[config.mk]
export PLATFORM = sky130hd
export DESIGN_NAME = encoder_ctrl
export DESIGN_NICKNAME = d
export VERILOG_FILES = /design/src/rtl/encoder_ctrl.sv
export SDC_FILE = /design/constraint.sdc
export NUM_CORES = 1
export LEC_CHECK = 0
export ABC_AREA = 1
export CORE_ASPECT_RATIO = 1.25
export CORE_UTILIZATION = 45
export CTS_CLUSTER_DIAMETER = 100
export DETAILED_ROUTE_END_ITERATION = 7
export GPL_TIMING_DRIVEN = 0
export HOLD_SLACK_MARGIN = 0.15
export PLACE_DENSITY = 0.71
export SLEW_MARGIN = 20
export SYNTH_ARGS = -nofsm -noshare
export SYNTH_HDL_FRONTEND = slang
export SYNTH_SLANG_ARGS = --single-unit
export TNS_END_PERCENT = 50
[constraint.sdc]
create_clock -name clk -period 3.5 [get_ports clk]
set_clock_uncertainty 0.05 [all_clocks]
set_input_delay 0.875 -clock clk [delete_from_list [all_inputs] [get_ports clk]]
set_output_delay 0.875 -clock clk [all_outputs]
set_load 0.05 [all_outputs]
[src/rtl/encoder_ctrl.sv]
// -----------------------------------------------------------------------------
// encoder_ctrl
//
// Single-clock quadrature encoder controller. canalA/canalB are brought into
// the clk domain with a 2-FF synchronizer, debounced by a per-channel run-length
// filter evaluated on a sample tick, and decoded by a DISABLED/ACQUIRE/RUN state
// machine into +1/-1 steps on a signed position counter. A request/valid read
// port returns atomic snapshots of the position and of the change since the
// previous snapshot.
//
// Optional feature: define ENCODER_CTRL_ERR_EN to build the illegal-transition
// counter (err_cnt, saturating at 255, cleared only by reset). Without it,
// err_cnt is tied to 0 and no detection logic exists.
//
// Parameters
//   CLK_HZ     clock frequency in Hz
//   SAMPLE_HZ  sample tick rate in Hz (divider N = CLK_HZ/SAMPLE_HZ, N >= 2)
//   POS_W      position / delta width, two's complement
//   FILT       consecutive differing samples needed to accept a level (1..15)
//
// Ports
//   clk, rst_n        clock, asynchronous active-low reset
//   canalA, canalB    encoder channels, asynchronous to clk
//   enable            1 = decode, 0 = hold position
//   clr               synchronous clear of position and read reference
//   rd_req            snapshot request, sampled every clk
//   rd_valid          one-cycle strobe qualifying rd_pos / rd_delta
//   rd_pos, rd_delta  snapshot of position and change since last snapshot
//   pos               live position
//   giroPositivo/Negativo  one-clk pulse per +1 / -1 step
//   dir               direction of last accepted step (1 = positive)
//   err_cnt           illegal-transition count
//   dbg_state         current FSM state (0 DISABLED, 1 ACQUIRE, 2 RUN)
//
// Read handshake: rd_req has no ready; a request in cycle t always produces
// rd_valid in cycle t+1 with the snapshot of pos as registered in cycle t.
// -----------------------------------------------------------------------------
module encoder_ctrl #(
  parameter int CLK_HZ    = 50000000,
  parameter int SAMPLE_HZ = 500,
  parameter int POS_W     = 16,
  parameter int FILT      = 3
) (
  input  logic             clk,
  input  logic             rst_n,
  input  logic             canalA,
  input  logic             canalB,
  input  logic             enable,
  input  logic             clr,
  input  logic             rd_req,
  output logic             rd_valid,
  output logic [POS_W-1:0] rd_pos,
  output logic [POS_W-1:0] rd_delta,
  output logic [POS_W-1:0] pos,
  output logic             giroPositivo,
  output logic             giroNegativo,
  output logic             dir,
  output logic [7:0]       err_cnt,
  output logic [1:0]       dbg_state
);

  localparam int N     = CLK_HZ / SAMPLE_HZ;
  localparam int CNT_W = (N > 1) ? $clog2(N) : 1;

  typedef enum logic [1:0] {
    ST_DISABLED = 2'd0,
    ST_ACQUIRE  = 2'd1,
    ST_RUN      = 2'd2
  } state_e;

  // ---------------------------------------------------------------------------
  // Sample tick: a clock enable, asserted one clk when the counter hits N-1.
  // ---------------------------------------------------------------------------
  logic [CNT_W-1:0] cnt_q;
  logic             tick;

  assign tick = (cnt_q == CNT_W'(N - 1));

  always_ff @(posedge clk or negedge rst_n) begin
    if (!rst_n)    cnt_q <= '0;
    else if (tick) cnt_q <= '0;
    else           cnt_q <= cnt_q + 1'b1;
  end

  // ---------------------------------------------------------------------------
  // 2-FF synchronizer, bit 1 = A, bit 0 = B.
  // ---------------------------------------------------------------------------
  logic [1:0] sync1_q, sync2_q;

  always_ff @(posedge clk or negedge rst_n) begin
    if (!rst_n) begin
      sync1_q <= '0;
      sync2_q <= '0;
    end else begin
      sync1_q <= {canalA, canalB};
      sync2_q <= sync1_q;
    end
  end

  // ---------------------------------------------------------------------------
  // Run-length filter: a new level is accepted on the FILT-th consecutive tick
  // that sees it; any tick that agrees with the filtered level restarts the run.
  // ---------------------------------------------------------------------------
  logic [1:0] filt_q, filt_d;
  logic [3:0] run_q [2];
  logic [3:0] run_d [2];

  always_comb begin
    filt_d = filt_q;
    run_d  = run_q;
    if (tick) begin
      for (int i = 0; i < 2; i++) begin
        if (sync2_q[i] != filt_q[i]) begin
          if (run_q[i] == 4'(FILT - 1)) begin
            filt_d[i] = sync2_q[i];
            run_d[i]  = '0;
          end else begin
            run_d[i] = run_q[i] + 4'd1;
          end
        end else begin
          run_d[i] = '0;
        end
      end
    end
  end

  always_ff @(posedge clk or negedge rst_n) begin
    if (!rst_n) begin
      filt_q   <= '0;
      run_q[0] <= '0;
      run_q[1] <= '0;
    end else begin
      filt_q <= filt_d;
      run_q  <= run_d;
    end
  end

  // ---------------------------------------------------------------------------
  // FSM: state register / next state / outputs.
  // ---------------------------------------------------------------------------
  state_e state_q, state_d;
  logic   acq_load;
  logic   decode_en;

  always_ff @(posedge clk or negedge rst_n) begin
    if (!rst_n) state_q <= ST_DISABLED;
    else        state_q <= state_d;
  end

  always_comb begin
    state_d = state_q;
    if (!enable) begin
      state_d = ST_DISABLED;
    end else begin
      case (state_q)
        ST_DISABLED: state_d = ST_ACQUIRE;
        ST_ACQUIRE:  if (tick) state_d = ST_RUN;
        ST_RUN:      state_d = ST_RUN;
        default:     state_d = ST_DISABLED;
      endcase
    end
  end

  // enable is rechecked so the cycle in which it drops never decodes.
  always_comb begin
    acq_load  = (state_q == ST_ACQUIRE) && enable && tick;
    decode_en = (state_q == ST_RUN) && enable && tick;
  end

  assign dbg_state = state_q;

  // ---------------------------------------------------------------------------
  // Quadrature decode against the previously sampled AB (A is the MSB).
  // ---------------------------------------------------------------------------
  logic [1:0] prev_ab_q, prev_ab_d;
  logic       step_fwd, step_rev;

  always_comb begin
    prev_ab_d = prev_ab_q;
    if (acq_load || decode_en) prev_ab_d = filt_q;
  end

  always_ff @(posedge clk or negedge rst_n) begin
    if (!rst_n) prev_ab_q <= '0;
    else        prev_ab_q <= prev_ab_d;
  end

  always_comb begin
    step_fwd = 1'b0;
    step_rev = 1'b0;
    if (decode_en) begin
      case ({prev_ab_q, filt_q})
        4'b00_10, 4'b10_11, 4'b11_01, 4'b01_00: step_fwd = 1'b1;
        4'b00_01, 4'b01_11, 4'b11_10, 4'b10_00: step_rev = 1'b1;
        default: ;
      endcase
    end
  end

  // ---------------------------------------------------------------------------
  // Position, step pulses and read snapshots. The snapshot always uses the
  // registered pos; clr overrides both a same-cycle step and the new
  // last_read value.
  // ---------------------------------------------------------------------------
  logic [POS_W-1:0] pos_q, pos_d;
  logic [POS_W-1:0] last_read_q, last_read_d;
  logic [POS_W-1:0] rd_pos_q, rd_pos_d;
  logic [POS_W-1:0] rd_delta_q, rd_delta_d;
  logic             rd_valid_q, rd_valid_d;
  logic             gp_q, gp_d, gn_q, gn_d, dir_q, dir_d;

  always_comb begin
    pos_d       = pos_q;
    last_read_d = last_read_q;
    rd_pos_d    = rd_pos_q;
    rd_delta_d  = rd_delta_q;
    rd_valid_d  = rd_req;
    gp_d        = 1'b0;
    gn_d        = 1'b0;
    dir_d       = dir_q;
    if (rd_req) begin
      rd_pos_d    = pos_q;
      rd_delta_d  = pos_q - last_read_q;
      last_read_d = pos_q;
    end
    if (clr) begin
      pos_d       = '0;
      last_read_d = '0;
    end else if (step_fwd) begin
      pos_d = pos_q + POS_W'(1);
      gp_d  = 1'b1;
      dir_d = 1'b1;
    end else if (step_rev) begin
      pos_d = pos_q - POS_W'(1);
      gn_d  = 1'b1;
      dir_d = 1'b0;
    end
  end

  always_ff @(posedge clk or negedge rst_n) begin
    if (!rst_n) begin
      pos_q       <= '0;
      last_read_q <= '0;
      rd_pos_q    <= '0;
      rd_delta_q  <= '0;
      rd_valid_q  <= 1'b0;
      gp_q        <= 1'b0;
      gn_q        <= 1'b0;
      dir_q       <= 1'b0;
    end else begin
      pos_q       <= pos_d;
      last_read_q <= last_read_d;
      rd_pos_q    <= rd_pos_d;
      rd_delta_q  <= rd_delta_d;
      rd_valid_q  <= rd_valid_d;
      gp_q        <= gp_d;
      gn_q        <= gn_d;
      dir_q       <= dir_d;
    end
  end

  assign pos          = pos_q;
  assign rd_pos       = rd_pos_q;
  assign rd_delta     = rd_delta_q;
  assign rd_valid     = rd_valid_q;
  assign giroPositivo = gp_q;
  assign giroNegativo = gn_q;
  assign dir          = dir_q;

  // ---------------------------------------------------------------------------
  // Illegal-transition counter (both bits changed between samples in RUN).
  // ---------------------------------------------------------------------------
`ifdef ENCODER_CTRL_ERR_EN
  logic [7:0] err_q, err_d;
  logic       illegal;

  always_comb begin
    illegal = decode_en && ((prev_ab_q ^ filt_q) == 2'b11);
    err_d   = err_q;
    if (illegal && (err_q != 8'hFF)) err_d = err_q + 8'd1;
  end

  always_ff @(posedge clk or negedge rst_n) begin
    if (!rst_n) err_q <= '0;
    else        err_q <= err_d;
  end

  assign err_cnt = err_q;
`else
  assign err_cnt = '0;
`endif

endmodule

Word-level counts from Yosys, hierarchy flattened
Index checks and enable logic that the tools add are counted.
{ "word_totals": {"rom_bits": 0, "wordCells": 78, "mem_count": 0, "latch_bits": 0, "mem_bits_rw": 0, "in_bits": 7, "reg_bits": 103} }
{ "op_classes": {"div": 0, "reduce_logical": 14, "n_bitwise": 1, "mul": 0, "n_eq_ne": 16, "n_mux": 24, "add_sub_neg": 6, "magnitude_cmp": 0, "shift": 0} }
{ "op_table": {"columns": ["operator", "n"], "rows": [
  ["16-bit 2-to-1 mux", 5],
  ["17-bit by 1-bit adder with 17-bit output (second input constant)", 1],
  ["17-bit == test (second input constant)", 1],
  ["17-bit 2-to-1 mux", 1],
  ["16-bit by 1-bit adder with 16-bit output (second input constant)", 1],
  ["4-bit == test (second input constant)", 4],
  ["4-bit 2-to-1 mux", 4],
  ["16-bit by 1-bit subtractor with 16-bit output (second input constant)", 1],
  ["16-bit subtractor", 1],
  ["4-bit by 2-bit == test with 1-bit output (second input constant)", 3],
  ["1-bit 2-to-1 mux", 11],
  ["4-bit by 1-bit adder with 4-bit output (second input constant)", 2],
  ["4-bit by 3-bit == test with 1-bit output (second input constant)", 2],
  ["4-bit OR reduction", 2],
  ["2-bit one-hot mux with 3 select lines", 1],
  ["3-bit AND reduction", 2],
  ["4-bit by 1-bit == test with 1-bit output (second input constant)", 1],
  ["1-bit logical AND", 4],
  ["2-bit 2-to-1 mux", 2],
  ["2-bit nonzero test", 2],
  ["3-bit != test (second input constant)", 1],
  ["3-bit nonzero test", 1],
  ["2-bit by 1-bit == test with 1-bit output (second input constant)", 1],
  ["2-bit == test (second input constant)", 1],
  ["other kinds (5)", 6]
]} }

Logic depth before layout (Yosys ltp)
{ "logic_depth": {"ltp_word": 7, "ltp_mapped": 19, "depth_no_buf": 18} }

Least setup slack after synthesis
OpenSTA, ideal clock, no wires.
{ "synth_timing": {"path_kind": "flip-flop to flip-flop", "start": "register cnt_q[0]", "end": "register pos_q[12], in the netlist pos[12]", "t_arrival_ns": 2.896, "setup_ns": 0.118, "n_path_buf": 1, "period_less_slack_ns": 3.064, "path_stages_with_launch": 16, "setup_slack_ns": 0.436, "path_cell_list": "dfrtp_1 ha_1 nand3_1 inv_1 nand3_1 nor2_4 buf_6 nand3_1 fa_1 nand3_1 nand2_1 nand4_1 nand3_1 or2_2 nand3_1 nand2_1"} }
{ "synth_between": {"elab_chain_cells": 5, "word_cells_on_any_way": 7, "cone_classes": "1 x eq/ne; 4 x mux; 2 x reduce/logical"} }
{ "synth_rtl": {"columns": ["item", "line", "rtl"], "rows": [
  ["start, declared", "74", "logic [CNT_W-1:0] cnt_q;"],
  ["start signal, assigned", "82", "else cnt_q <= cnt_q + 1'b1;"],
  ["17-bit == test (*)", "77", "assign tick = (cnt_q == CNT_W'(N - 1));"],
  ["1-bit logical AND (*)", "167", "decode_en = (state_q == ST_RUN) && enable && tick;"],
  ["1-bit 2-to-1 mux", "191", "if (decode_en) begin"],
  ["16-bit 2-to-1 mux", "229", "end else if (step_fwd) begin"],
  ["16-bit 2-to-1 mux", "226", "if (clr) begin"],
  ["end signal, assigned", "251", "pos_q <= pos_d;"],
  ["end, declared", "205", "logic [POS_W-1:0] pos_q, pos_d;"]
]} }
Mark *: on every way between the ends. The rest lies on a longest branch, timed or not.
A chain may end at the register's enable or synchronous reset.

Final worst setup path
{ "layout_timing": {"start": "input port enable", "end": "register pos_q[12], in the netlist pos[12]"} }
{ "layout_between": {"elab_chain_cells": 5, "word_cells_on_any_way": 7, "cone_classes": "4 x mux; 3 x reduce/logical"} }
{ "layout_rtl": {"columns": ["item", "line", "rtl"], "rows": [
  ["start, declared", "48", "input logic enable,"],
  ["1-bit logical AND (*) (2 in series)", "167", null],
  ["1-bit 2-to-1 mux", "191", null],
  ["16-bit 2-to-1 mux", "229", null],
  ["16-bit 2-to-1 mux", "226", null]
]} }
Marks and branches as above.

==> results.py <==
metrics = {
    "outcome": {
        "outcome": "complete, no violations",
    },
    "cells_and_area": {
        "antenna_cells": 0,
        "drive_above_1_share_pct": 4.930,
        "area_delta_synth_final_pct": 18.77,
        "final_cells": 1020,
        "finalInstanceArea_sq_um": 7142,
        "nets": 898,
        "fin_util_pct": 55.64,
    },
    "yosys": {
        "yosys_warnings": 0,
        "synth_compound_area_share_pct": 8.635,
        "netlist_instances": 772,
        "synth_top_family_by_area": "simple AND/OR/NAND/NOR gates",
        "synth.area.top_cells": "dfrtp_1 43%, nand2_1 16%, ha_1 8.1%",
        "synth_most_common_cell": "nand2_1",
        "synth_adder_area_share_pct": 8.781,
        "synth-simple-area-share_pct": 27.78,
        "muxShareOfSynthArea_pct": 0,
        "synthXorXnorAreaFrac_pct": 4.078,
        "synthArstFlopShare_pct": 100.0,
        "synth-seq-cells": 103,
        "synth_largest_area_cell": "dfrtp_1",
        "synthDistinctLibCells": 36,
        "yosys.area.top_type_share_pct": 42.86,
        "synthFlopType": "dfrtp_1",
        "ys_seq_area_share_pct": 42.86,
        "syn_area_sq_um": 6013,
        "synth_edf_count": 0,
        "synthTopCellsByCount": "251 x nand2_1, 103 x dfrtp_1, 85 x inv_1, 59 x nand3_1, 45 x a21oi_1",
        "synth_area_per_cell_sq_um": 7.789,
    },
    "route": {
        "wl_per_cell_um": 13.43,
        "firstDrtPassIters": 5,
        "routed_wl_um": 13700,
        "ant_nets": 0,
        "vias": 5138,
        "viasPerCell": 5.037,
        "drt_iter0_drc": 228,
        "route.detailed.drc": 0,
    },
    "timing": {
        "rsz0062_at_grt": "no",
        "max_freq_mhz": 305.5,
        "setup_viol": 0,
        "slew_violations": 0,
        "min_period_over_period_pct": 93.52,
        "finalHoldViolCount": 0,
        "worst_slew_pin_slew_ns": 0.5864,
        "slew_headroom_pct": 60.91,
        "post-route-min-period_ns": 3.273,
        "fin_ws_ns": 0.2267,
    },
    "global_route": {
        "grt_start_max_net_pins": 67,
        "grt.overflow.total": 0,
        "grt_pass1_vias": 4955,
        "grt_first_pass_wirelength_um": 23760,
        "grt_usage_pct": 21.71,
        "antenna_found_initial": 0,
    },
    "worst_setup_path": {
        "cp-start-kind": "input pin",
        "criticalPathCategory": "input pin to flip-flop",
        "worstSetupEndpointType": "flip-flop",
        "reg2reg_to": "pos[12]",
        "required_ns": 3.71,
        "reg2reg_depth": 15,
        "rr_startpoint": "cnt_q[0]",
        "critPathMaxFanout": 18,
        "r2r_setup_slack_ns": 0.35,
        "crit_arrival_ns": 3.48,
    },
    "power_and_ir_drop": {
        "ir_worst_vdd_v": 0.0002140,
        "power_mw": 2.341,
        "power_density_nw_per_um2": 327.8,
        "leakagePower_nw": 3.669,
    },
    "place": {
        "gp_congestion": 0.8757,
        "pre_cts_ws_ns": -0.6434,
        "dpl.hpwl_um": 10230,
        "placed_cell_area_sq_um": 6869,
        "io_buffers": 59,
        "dp.cells": 1007,
    },
    "worst_hold_path": {
        "whs_endpoint": "sync2_q[1]",
        "hold_class": "flip-flop to flip-flop",
        "min_from": "sync1_q[1]",
        "hold_path_depth": 0,
    },
    "clock_network": {
        "holdBufCountCts": 0,
        "tritoncts": "built",
        "clk_pin_slew_ns": 0.07,
        "clk-insertion-delay-late_ns": 0.36,
        "cts_buffers": 9,
        "ctsRootBufferMaster": "clkbuf_16",
        "htree_levels": 3,
        "cts.path.max_buffers": 2,
        "clock_sinks": 103,
    },
    "floorplanning": {
        "rows": 46,
        "dieArea_sq_um": 13830,
        "die_x_um": 105.4,
        "fp.dieH_um": 131.2,
        "fp.coreArea_sq_um": 12830,
        "io_pins": 69,
        "initial_core_util_pct": 46.85,
    },
    "flow_run": {
        "cap_violations": 0,
    },
}
cells by family (layout without fill, tap and decap cells):
kind of cell             Yosys count  after routing
other                              1              8
AO/OA/AOI/OAI                     94             94
buffers and inverters            110            183
adder cells (fa/ha/maj)           41             41
AND/OR/NAND/NOR                  395            395
flip-flops                       103            103
XOR/XNOR                          28             28
metal layers:
metal	vias up	global-route usage (%)	routed length, um
li1	2623	-	-
met1	2392	28.26	6331
met4	0	10.95	464
met3	26	3.968	565
met5	-	0	0
met2	97	34.47	6339
sequential cells by signal, summed over array words and instances (netlist names), 8 cells and up:
name and count:
last_read_q 16, pos 16, run_q 8, rd_delta 16, rd_pos 16, cnt_q 17
metrics by stage:
stage | TNS (ns) | hold WS [ns]
3_5_place_dp | -6.475 | 0.2916
5_1_grt | 0 | 0.3159
2_1_floorplan | 0 | 0.2812
3_3_place_gp | -256.73 | 0.2875
6_report | 0 | 0.3020
4_1_cts | 0 | 0.3065
worst max-delay path, stage by stage:
cell and delay [ns]:
clkdlybuf4s50_1 0.56, nand2_1 0.10, inv_1 0.23, nand3_4 0.29, ha_1 0.41, a21oi_1 0.23, nand2_1 0.16, nand4_1 0.11
nand3_1 0.10, or2_2 0.28, nand3_1 0.08, nand2_1 0.05
power by group:
group / switching (mW) / leakage (nW) / total [mW] / internal [mW]
logic: 0.151 / 2.14 / 0.208 / 0.0572
registers: 0.0110 / 1.41 / 1.22 / 1.20
clock network: 0.427 / 0.127 / 0.918 / 0.490
cells in the final DEF, fill, tap and decap left out, drive strengths merged:
cell           synthesis  final
a21o                   3      3
a21oi                 45     45
a31oi                  2      2
and2                   1      1
and3                   1      1
buf                   14     16
clkbuf                 9     19
clkdlybuf4s50          0     58
clkinv                 0      1
clkinvlp               0      1
conb                   1      8
dfrtp                103    103
fa                     2      2
ha                    39     39
inv                   87     88
nand2                253    253
nand3                 60     60
nand3b                 5      5
nand4                 13     13
nor2                  47     47
nor3                  11     11
nor4                   2      2
o211ai                 2      2
o21a                   2      2
o21ai                 34     34
o21bai                 5      5
o31ai                  1      1
or2                    2      2
xnor2                  9      9
xor2                  19     19
repair_timing:
action / CTS / global route
setup buffers: 0 / 0
gates resized for setup: 1 / 1
endpoints found under the setup margin: 11 / 8
how the worst max path moves through the flow:
stage / depth (start not counted) / to / slack [ns] / from
2_1_floorplan: 15 / pos[12] / 0.44 / cnt_q[0]
3_3_place_gp: 1 / last_read_q[14] / -2.45 / rst_n
3_5_place_dp: 12 / pos[12] / -0.64 / enable
4_1_cts: 12 / pos[12] / 0.08 / enable
5_1_grt: 12 / pos[12] / 0.04 / enable
6_report: 12 / pos[12] / 0.23 / enable
final cells by class:
class                           instances  area (sq um)
Fill cell                            1196          5693
Buffer                                 23         142.6
Timing Repair Buffer                   60         619.3
Multi-Input combinational cell        566          3005
Clock buffer                           10         239.0
Clock inverter                          3         21.27
Inverter                               87         326.6
Sequential cell                       103          2577
Tap cell                              168         210.2
Power figures use the tool's default switching activity.
